==> src/rtl/instr_fetch_unit_if.sv <==
// Fetch-unit bus: memory read port plus the instruction bundle handshake.
// master = fetch unit, slave = memory/consumer side.
interface instr_fetch_unit_if #(
    parameter int unsigned ADDR_W = 16
);
    logic [ADDR_W-1:0] mem_addr;
    logic              mem_rd;
    logic              mem_ack;
    logic [15:0]       mem_rdata;
    logic [15:0]       instruction;
    logic [15:0]       instruction_1;
    logic [15:0]       instruction_2;
    logic [1:0]        inst_len;
    logic [ADDR_W-1:0] inst_pc;
    logic              inst_valid;
    logic              inst_ack;
    logic              branch_take;
    logic              illegal_op;

    modport master (
        output mem_addr, mem_rd,
        input  mem_ack, mem_rdata,
        output instruction, instruction_1, instruction_2, inst_len, inst_pc, inst_valid,
        input  inst_ack, branch_take,
        output illegal_op
    );

    modport slave (
        input  mem_addr, mem_rd,
        output mem_ack, mem_rdata,
        input  instruction, instruction_1, instruction_2, inst_len, inst_pc, inst_valid,
        output inst_ack, branch_take,
        input  illegal_op
    );
endinterface

==> src/rtl/instr_fetch_unit.sv <==
// MSP430-style fetch stage: reads 1-3 words per instruction, owns the PC, no prefetch.
// Optional macro IFU_ILLEGAL_TRAP_EN: opcode nibble 0 raises illegal_op and redirects to TRAP_VEC.
module instr_fetch_unit #(
    parameter int unsigned       ADDR_W   = 16,
    parameter logic [ADDR_W-1:0] PC_RESET = ADDR_W'(16'h0000),
    parameter logic [ADDR_W-1:0] TRAP_VEC = ADDR_W'(16'hFFFE)
) (
    input logic                clk,
    input logic                rst,
    instr_fetch_unit_if.master bus
);

    typedef enum logic [1:0] {FETCH0, FETCH1, FETCH2, HOLD} state_t;

    state_t            state;
    logic [ADDR_W-1:0] pc;
    logic [1:0]        fetch_len;
    logic              is_jump;
    logic [ADDR_W-1:0] jump_off;
    logic [ADDR_W-1:0] next_pc;

    // Instruction length from the opcode word: extension words for immediate/indexed operands.
    function automatic logic [1:0] decode_len(input logic [15:0] w);
        logic [1:0] len;
        len = 2'd1;
        if (w[15:12] >= 4'd4) begin
            if (w[5:4] == 2'b01 || (w[5:4] == 2'b11 && w[11:8] == 4'd0)) len = len + 2'd1;
            if (w[7]) len = len + 2'd1;
        end else if (w[15:12] == 4'd1) begin
            if (w[5:4] == 2'b01 || (w[5:4] == 2'b11 && w[3:0] == 4'd0)) len = 2'd2;
        end
        return len;
    endfunction

    always_comb begin
        fetch_len = decode_len(bus.mem_rdata);
        is_jump   = (bus.instruction[15:13] == 3'b001);
        jump_off  = ADDR_W'($signed({bus.instruction[9:0], 1'b0}));
        if (bus.illegal_op)
            next_pc = TRAP_VEC;
        else if (bus.branch_take && is_jump)
            next_pc = bus.inst_pc + ADDR_W'(2) + jump_off;
        else
            next_pc = bus.inst_pc + ADDR_W'({bus.inst_len, 1'b0});
    end

    always_ff @(posedge clk or posedge rst) begin
        if (rst) begin
            state             <= FETCH0;
            pc                <= PC_RESET;
            bus.mem_addr      <= PC_RESET;
            bus.mem_rd        <= 1'b0;
            bus.inst_valid    <= 1'b0;
            bus.instruction   <= 16'h0000;
            bus.instruction_1 <= 16'h0000;
            bus.instruction_2 <= 16'h0000;
            bus.inst_len      <= 2'd0;
            bus.inst_pc       <= '0;
            bus.illegal_op    <= 1'b0;
        end else begin
            case (state)
                FETCH0: begin
                    // mem_rd is only low here right after reset; any stray ack is ignored
                    if (!bus.mem_rd) begin
                        bus.mem_rd <= 1'b1;
                    end else if (bus.mem_ack) begin
                        bus.instruction   <= bus.mem_rdata;
                        bus.instruction_1 <= 16'h0000;
                        bus.instruction_2 <= 16'h0000;
                        bus.inst_len      <= fetch_len;
                        bus.inst_pc       <= pc;
`ifdef IFU_ILLEGAL_TRAP_EN
                        bus.illegal_op    <= (bus.mem_rdata[15:12] == 4'd0);
`else
                        bus.illegal_op    <= 1'b0;
`endif
                        if (fetch_len == 2'd1) begin
                            state          <= HOLD;
                            bus.mem_rd     <= 1'b0;
                            bus.inst_valid <= 1'b1;
                        end else begin
                            state        <= FETCH1;
                            bus.mem_addr <= pc + ADDR_W'(2);
                        end
                    end
                end
                FETCH1: begin
                    if (bus.mem_ack) begin
                        bus.instruction_1 <= bus.mem_rdata;
                        if (bus.inst_len == 2'd2) begin
                            state          <= HOLD;
                            bus.mem_rd     <= 1'b0;
                            bus.inst_valid <= 1'b1;
                        end else begin
                            state        <= FETCH2;
                            bus.mem_addr <= pc + ADDR_W'(4);
                        end
                    end
                end
                FETCH2: begin
                    if (bus.mem_ack) begin
                        bus.instruction_2 <= bus.mem_rdata;
                        state             <= HOLD;
                        bus.mem_rd        <= 1'b0;
                        bus.inst_valid    <= 1'b1;
                    end
                end
                HOLD: begin
                    // Accepted bundle: redirect PC and start the next read right away
                    if (bus.inst_ack) begin
                        state          <= FETCH0;
                        pc             <= next_pc;
                        bus.mem_addr   <= next_pc;
                        bus.mem_rd     <= 1'b1;
                        bus.inst_valid <= 1'b0;
                    end
                end
                default: state <= FETCH0;
            endcase
        end
    end

endmodule

==> src/flat_wrapper.sv <==
// flat-port wrapper written by rule: the top's interface ports become plain ports
module instr_fetch_unit_flat 
#(
    parameter int unsigned       ADDR_W   = 16,
    parameter logic [ADDR_W-1:0] PC_RESET = ADDR_W'(16'h0000),
    parameter logic [ADDR_W-1:0] TRAP_VEC = ADDR_W'(16'hFFFE)
)
  (clk, rst, bus_mem_addr, bus_mem_rd, bus_mem_ack, bus_mem_rdata, bus_instruction, bus_instruction_1, bus_instruction_2, bus_inst_len, bus_inst_pc, bus_inst_valid, bus_inst_ack, bus_branch_take, bus_illegal_op);
  instr_fetch_unit_if #(.ADDR_W(ADDR_W)) bus_i ();
  input logic clk;
  input logic rst;
  output wire logic [$bits(bus_i.mem_addr)-1:0] bus_mem_addr;
  output wire logic [$bits(bus_i.mem_rd)-1:0] bus_mem_rd;
  input wire logic [$bits(bus_i.mem_ack)-1:0] bus_mem_ack;
  input wire logic [$bits(bus_i.mem_rdata)-1:0] bus_mem_rdata;
  output wire logic [$bits(bus_i.instruction)-1:0] bus_instruction;
  output wire logic [$bits(bus_i.instruction_1)-1:0] bus_instruction_1;
  output wire logic [$bits(bus_i.instruction_2)-1:0] bus_instruction_2;
  output wire logic [$bits(bus_i.inst_len)-1:0] bus_inst_len;
  output wire logic [$bits(bus_i.inst_pc)-1:0] bus_inst_pc;
  output wire logic [$bits(bus_i.inst_valid)-1:0] bus_inst_valid;
  input wire logic [$bits(bus_i.inst_ack)-1:0] bus_inst_ack;
  input wire logic [$bits(bus_i.branch_take)-1:0] bus_branch_take;
  output wire logic [$bits(bus_i.illegal_op)-1:0] bus_illegal_op;
  assign bus_mem_addr = bus_i.mem_addr;
  assign bus_mem_rd = bus_i.mem_rd;
  assign bus_i.mem_ack = bus_mem_ack;
  assign bus_i.mem_rdata = bus_mem_rdata;
  assign bus_instruction = bus_i.instruction;
  assign bus_instruction_1 = bus_i.instruction_1;
  assign bus_instruction_2 = bus_i.instruction_2;
  assign bus_inst_len = bus_i.inst_len;
  assign bus_inst_pc = bus_i.inst_pc;
  assign bus_inst_valid = bus_i.inst_valid;
  assign bus_i.inst_ack = bus_inst_ack;
  assign bus_i.branch_take = bus_branch_take;
  assign bus_illegal_op = bus_i.illegal_op;
  instr_fetch_unit #(.ADDR_W(ADDR_W), .PC_RESET(PC_RESET), .TRAP_VEC(TRAP_VEC)) u_core (.clk(clk), .rst(rst), .bus(bus_i));
endmodule
==> config.mk <==
export PLATFORM = sky130hd
export DESIGN_NAME = instr_fetch_unit_flat
export DESIGN_NICKNAME = d
export VERILOG_FILES = /design/src/rtl/instr_fetch_unit_if.sv /design/src/rtl/instr_fetch_unit.sv /design/src/flat_wrapper.sv
export SDC_FILE = /design/constraint.sdc
export NUM_CORES = 1
export LEC_CHECK = 0
export CAP_MARGIN = 20
export CORE_MARGIN = 1.5
export CORE_UTILIZATION = 25
export CTS_BUF_LIST = sky130_fd_sc_hd__clkbuf_16
export DETAILED_ROUTE_END_ITERATION = 16
export GPL_TIMING_DRIVEN = 1
export PLACE_DENSITY = 0.48
export SETUP_SLACK_MARGIN = 0.4
export SLEW_MARGIN = 20
export SYNTH_ARGS = -nofsm -noshare
export SYNTH_HDL_FRONTEND = slang
export SYNTH_SLANG_ARGS = --single-unit
==> constraint.sdc <==
create_clock -name clk -period 3.9 [get_ports clk]
set_input_delay 0.585 -clock clk [delete_from_list [all_inputs] [get_ports clk]]
set_output_delay 0.585 -clock clk [all_outputs]
set_load 0.05 [all_outputs]
# [Word-level counts from Yosys, hierarchy flattened]
# Cells that the tools add are included.
# Widths: inputs -> output; s select.
[classes] n_addsub=6 order_cmp=1 n_eq_ne=18 muxes=43 n_reduce_logical=19
[ops] operator="$mux 16" n=10
[ops] operator="$pmux 16 s2" n=2
[ops] operator="$pmux 16 s3" n=1
[ops] operator="$add 16x2->16 const B" n=2
[ops] operator="$mux 2" n=12
[ops] operator="$add 16x16->16" n=1
[ops] operator="$add 16x3->16" n=1
[ops] operator="$add 16x3->16 const B" n=1
[ops] operator="$mux 1" n=15
[ops] operator="$reduce_and 7->1" n=2
[ops] operator="$ne 2x2->1 const B" n=6
[ops] operator="$reduce_and 4->1" n=3
[ops] operator="$eq 2x2->1 const B" n=4
[ops] operator="$logic_not 4->1" n=2
[ops] operator="$pmux 1 s4" n=2
[ops] operator="$pmux 2 s4" n=1
[ops] operator="$eq 2x1->1 const B" n=3
[ops] operator="$ne 2x1->1 const B" n=3
[ops] operator="$reduce_and 5->1" n=1
[ops] operator="$eq 4x1->1 const B" n=1
[ops] operator="$ge 4x3->1 const B" n=1
[ops] operator="$reduce_bool 2->1" n=2
[ops] operator="$eq 3x1->1 const B" n=1
[ops] operator="$logic_and 1x1->1" n=3
[ops] operator="6 further kinds" n=7
[totals] ff_bits=102 input_bits=21 out_inout_bits=85 elab_cells=97

# [Longest topological paths before layout]
[depth] depth_word=13 depth_mapped=11 mapped_depth_nobuf=11

# [Worst setup path after synthesis]
# No wires, ideal clock.
[synth_timing] kind="register to register" start="register u_core.bus.inst_pc[2]" end="register u_core.pc[12]" setup_time_ns=0.128 arrival_ns=2.912 required_time_ns=3.772 setup_slack_ns=0.860 path_stages_with_launch=10 n_path_buf=0 period_less_slack_ns=3.040 cell_sequence="dfrtp_1 > ha_1 > ha_1 > fa_1 > a21o_1 > a311oi_2 > nor3_1 > or3_1 > a31oi_1 > o21ai_1"
[synth_via] elab_chain_len=3 elab_cells_between_ends=4 cone_classes="add/sub (3); mux (1)"
[synth_rtl] item="from (decl)" line="instr_fetch_unit_if.sv:23" rtl="output instruction, instruction_1, instruction_2, inst_len, inst_pc, inst_valid,"
[synth_rtl] item="from (signal assigned)" line="instr_fetch_unit.sv:71" rtl="bus.inst_pc <= pc;"
[synth_rtl] item="$add 16x2->16" line="instr_fetch_unit.sv:42" rtl="next_pc = bus.inst_pc + ADDR_W'(2) + jump_off;"
[synth_rtl] item="$add 16x16->16" line="instr_fetch_unit.sv:42"
[synth_rtl] item="$mux 16 *" line="instr_fetch_unit.sv:41" rtl="else if (bus.branch_take && is_jump)"
[synth_rtl] item="to (signal assigned)" line="instr_fetch_unit.sv:112" rtl="pc <= next_pc;"
[synth_rtl] item="to (decl)" line="instr_fetch_unit.sv:16" rtl="logic [ADDR_W-1:0] pc;"
# Mark *: on every way between the ends. The rest lies on a longest branch, timed or not.
# A chain may end at the register's enable or synchronous reset.

# [Worst setup path in the final report]
# Ends and elaborated chain as after synthesis.

==> flow_summary.rst <==
.. list-table::
   :header-rows: 1

   * - Metric
     - Value
   * - Status
     - completed
   * - Congestion Overflow GR
     - 0
   * - Wire length after detailed routing
     - ~18 mm
   * - CP Launch Type
     - flip-flop
   * - Worst-path fanout max
     - 5
   * - Most frequent cells in the layout
     - 104 x sky130_fd_sc_hd__clkdlybuf4s50_1, 102 x sky130_fd_sc_hd__dfrtp_1, 73 x sky130_fd_sc_hd__o21ai_0
   * - Leakage dissipation
     - ~3.3 nW
   * - Clock-pin slew reported for the worst setup and hold paths after clock tree synthesis
     - 0.09 ns
   * - Setup WS post-layout
     - around 0.72 ns
   * - Count of different cell masters after synthesis
     - between 70 and 80
   * - Mean routed wirelength per cell
     - about 17 µm
   * - Buffer levels on the longest clock path
     - 2
   * - Placed wire-length estimate after detailed placement
     - ~13 mm
   * - Largest cells by area after synthesis
     - sky130_fd_sc_hd__dfrtp_1 42%, sky130_fd_sc_hd__ha_1 7.7%, sky130_fd_sc_hd__o21ai_0 6.0%
   * - Avg Vias per Cell
     - around 4.8
   * - Worst path most repeated cell
     - sky130_fd_sc_hd__ha_1
   * - Sequential cell area fraction in the yosys report
     - 0.422
   * - Area share of fa/ha/maj cells after synthesis
     - 0.0832
   * - Clock buffers created by TritonCTS
     - 9
   * - Share of total power in combinational logic
     - 0.593
   * - Required time reported for the critical path endpoint
     - 4.11 ns
   * - Final count of negative-setup-slack endpoints
     - 0
   * - Effective utilization at floorplan
     - 0.256
   * - Total setup buffers inserted after CTS
     - 0
   * - Post-Route M1 WL
     - between 8 and 9 mm
   * - Worst hold path class
     - flip-flop to flip-flop
   * - CP endpoint kind
     - flip-flop
   * - Total Die Area
     - 0.0251 mm²
   * - Global-route usage over all layers
     - 0.148
   * - Antenna Diode Count
     - 0
   * - Proportion of power drawn by the clock network
     - 0.131
   * - Max-cap violations
     - 0
   * - Number of remaining DRC errors
     - 0
   * - Cell type group with the largest total delay on the critical path
     - compound AO/OA/AOI/OAI gates
   * - RSZ-0062 raised after global routing
     - no
   * - Detailed router's first-iteration violation count
     - 262
   * - Average cell area after synthesis
     - ~9.4 µm²
   * - Area growth from synthesis to final layout
     - 27.7%
   * - Number of antenna violations at the first check in global routing
     - 0
   * - Number of clock sinks
     - between 100 and 150
   * - Length of the first detailed-routing pass in iterations
     - 4
   * - Largest voltage drop on the vdd net
     - 460 µV
   * - Buf/Inv on CP
     - 0
   * - Most frequent standard cell in the layout excluding fill and tap cells
     - sky130_fd_sc_hd__clkdlybuf4s50_1
   * - Flip-flop and latch count after synthesis
     - 102
   * - Synth Warn #
     - 0
   * - Crit-path max cell delay
     - around 0.45 ns
   * - Compound-cell area share of the yosys netlist
     - 0.189
   * - Shortest period the worst path allows
     - between 3 and 4 ns
   * - # fillers
     - ~2500
   * - Largest family of logic cells by synthesized area
     - compound AO/OA/AOI/OAI gates
   * - Post-Syn Nets
     - ~700
   * - Sequential power share
     - 0.276
   * - Final net count
     - between 700 and 800
   * - Endpoints failing hold
     - 0
   * - Cts-stage hold buffer count
     - 0
   * - Core region area
     - 0.0236 mm²
   * - Internal power component
     - 3.41 mW
   * - Simple-gate share of the synthesized area
     - 0.165
   * - Post-synth top area cell
     - sky130_fd_sc_hd__dfrtp_1
   * - Switching Share
     - 0.514
   * - Area of all sequential standard cells
     - ~0.0026 mm²
   * - Ys async rst share
     - 1.00
   * - Total net switching power
     - around 3.6 mW
   * - Maximum level of the CTS H-tree
     - 3
   * - Met3 wirelength from detailed routing
     - 1.08 mm
   * - Pin count of the biggest net entering global routing
     - 81
   * - Total power
     - about 7 mW
   * - Power density over the cells
     - 909 mW/mm²
   * - Standard cell with the maximum stage delay on the critical path
     - sky130_fd_sc_hd__dfrtp_1
   * - Maximum achievable frequency
     - 0.314 GHz
   * - Resize count post-CTS
     - 0
   * - Utilization after layout
     - 0.327
   * - XOR/XNOR share of the synthesized area
     - 0.0271
   * - Area share of the largest cell type after synthesis
     - 0.422
   * - Vias
     - between 5000 and 6000
   * - Root buf cell
     - sky130_fd_sc_hd__clkbuf_16
   * - Std-Cell Rows
     - 56
   * - Via count of the first global-routing pass
     - a little under 5000
   * - CTS tree
     - yes
   * - Share of the cycle needed by the critical path after routing
     - 0.816
   * - Share of synthesized area spent on multiplexers
     - 0.0675
   * - Slew Limit Headroom
     - 0.426
   * - R2R setup slack
     - about 0.72 ns
   * - Max Clock Skew
     - 0.0162 ns
   * - Met2 wire length
     - 8.33 mm
   * - Critical path type
     - flip-flop to flip-flop
   * - X dimension of the die
     - 159 µm
   * - Post-route antenna net violation count
     - 0
   * - Number of flops mapped to enable cells by yosys
     - 0
   * - Cell Area, Synth
     - about 0.0060 mm²
   * - Number of standard cells after synthesis
     - ~640
   * - Worst slack after detailed placement
     - about 0.53 ns
   * - Arrival time of data at the critical path endpoint
     - roughly 3.4 ns
   * - Area of combinational cells with multiple inputs
     - around 0.0032 mm²
   * - Number of I/O port buffers
     - roughly 100
   * - Clock insertion delay at the later pin of the skew report
     - about 0.36 ns
   * - Topmost layer with routed signal wires
     - met4
   * - Total Negative Setup Slacks
     - 0 ns
   * - Share of final-layout standard cells stronger than drive strength 1
     - 0.0939
   * - Most used flip-flop cell after synthesis
     - sky130_fd_sc_hd__dfrtp_1
   * - RePlAce Congestion
     - ~0.82
   * - Chip height
     - around 160 µm
   * - Wire length of the first global-routing pass
     - around 28 mm
   * - Max Slew Vio Count
     - 0
   * - Transition time at the pin with the least slew margin
     - around 0.86 ns
   * - Worst path cell trace
     - ha_1 > ha_1 > fa_1 > a21o_1 > a311oi_2 > nor3_1 > or3_1 > a31oi_1 > o21ai_1
   * - Ports placed on the boundary
     - 106
==> tightest hold or removal path: stages (launching register included) <==
cell,delay [ns]
sky130_fd_sc_hd__dfrtp_1,0.35
sky130_fd_sc_hd__nand2_1,0.05
sky130_fd_sc_hd__o21ai_0,0.06
==> per-stage QoR <==
stage,instance area (µm²),instances,hold slack [ns]
global route,7720,1054,0.528
CTS,7720,1054,0.491
detailed placement,7420,1038,0.470
global placement,7420,1038,0.467
floorplan,6050,643,0.499
finish,7720,1054,0.485
==> cells in the mapped netlist (9+ instances only) <==
| master | n |
|---|---|
| sky130_fd_sc_hd__nor3_1 | 12 |
| sky130_fd_sc_hd__a21oi_1 | 25 |
| sky130_fd_sc_hd__nand2_1 | 70 |
| sky130_fd_sc_hd__inv_1 | 29 |
| sky130_fd_sc_hd__mux2_2 | 28 |
| sky130_fd_sc_hd__o21ai_0 | 73 |
| sky130_fd_sc_hd__nand4_1 | 9 |
| sky130_fd_sc_hd__ha_1 | 37 |
| sky130_fd_sc_hd__xnor2_1 | 11 |
| sky130_fd_sc_hd__a21o_1 | 11 |
| sky130_fd_sc_hd__dfrtp_1 | 102 |
| sky130_fd_sc_hd__nand3_1 | 41 |
| sky130_fd_sc_hd__clkbuf_1 | 28 |
| sky130_fd_sc_hd__a31oi_1 | 11 |
| sky130_fd_sc_hd__nor2_1 | 31 |
==> power by group through the flow <==
stage	Clock, mW	Sequential, mW	Combinational, mW
4_1_cts	0.944	1.95	4.21
2_1_floorplan	0	2.98	1.83
5_1_grt	0.995	2.01	4.53
6_report	0.920	1.94	4.16
3_5_place_dp	0	1.96	4.20
3_3_place_gp	0	1.97	4.18
==> metal layers <==
layer  up-vias  GRT usage
met5         -          0
met2       104      0.243
li1       2503          -
met1      2450      0.191
met4         0     0.0320
met3        11     0.0433
==> registers in the layout, indices dropped and copies added, names as in the netlist <==
signal,cells
u_core.bus.inst_pc,16
u_core.bus.instruction,16
u_core.bus.instruction_1,16
u_core.bus.instruction_2,16
u_core.bus.mem_addr,16
u_core.pc,16
u_core.bus.inst_len,2
u_core.state,2
u_core.bus.inst_valid,1
u_core.bus.mem_rd,1
==> area by class of cell <==
class                   count  area share
flip-flops and latches    102       0.331
inverters                  30      0.0149
well taps                 319      0.0517
multi-input cells         476       0.419
clock inverters             7     0.00973
repair buffers            111       0.145
clock buffers               9      0.0292
==> path summary, 6_finish.rpt <==
| check | end | start | cells past startpoint |
|---|---|---|---|
| max | u_core.pc[12] | u_core.bus.inst_pc[2] | 9 |
| min | u_core.bus.instruction[12] | u_core.bus.instruction[12] | 2 |
| max reg2reg | u_core.pc[12] | u_core.bus.inst_pc[2] | 9 |
| min reg2reg | u_core.bus.instruction[12] | u_core.bus.instruction[12] | 2 |
| max in group asynchronous | u_core.bus.instruction_1[8] | rst | 3 |
| min in group asynchronous | u_core.bus.instruction_1[3] | rst | 2 |
==> cells by family (layout without fill, tap and decap cells) <==
| logic type | count (synthesis) | count (layout) |
|---|---|---|
| buffers and inverters | 65 | 157 |
| other | 1 | 1 |
| adders and majority gates | 39 | 39 |
| DFF | 102 | 102 |
| xor gates and xnor gates | 17 | 17 |
| muxes | 37 | 37 |
| and+or+nand+nor | 206 | 206 |
| AOI/OAI and AO/OA | 176 | 176 |
No activity file was read; power rests on OpenSTA's default activity.
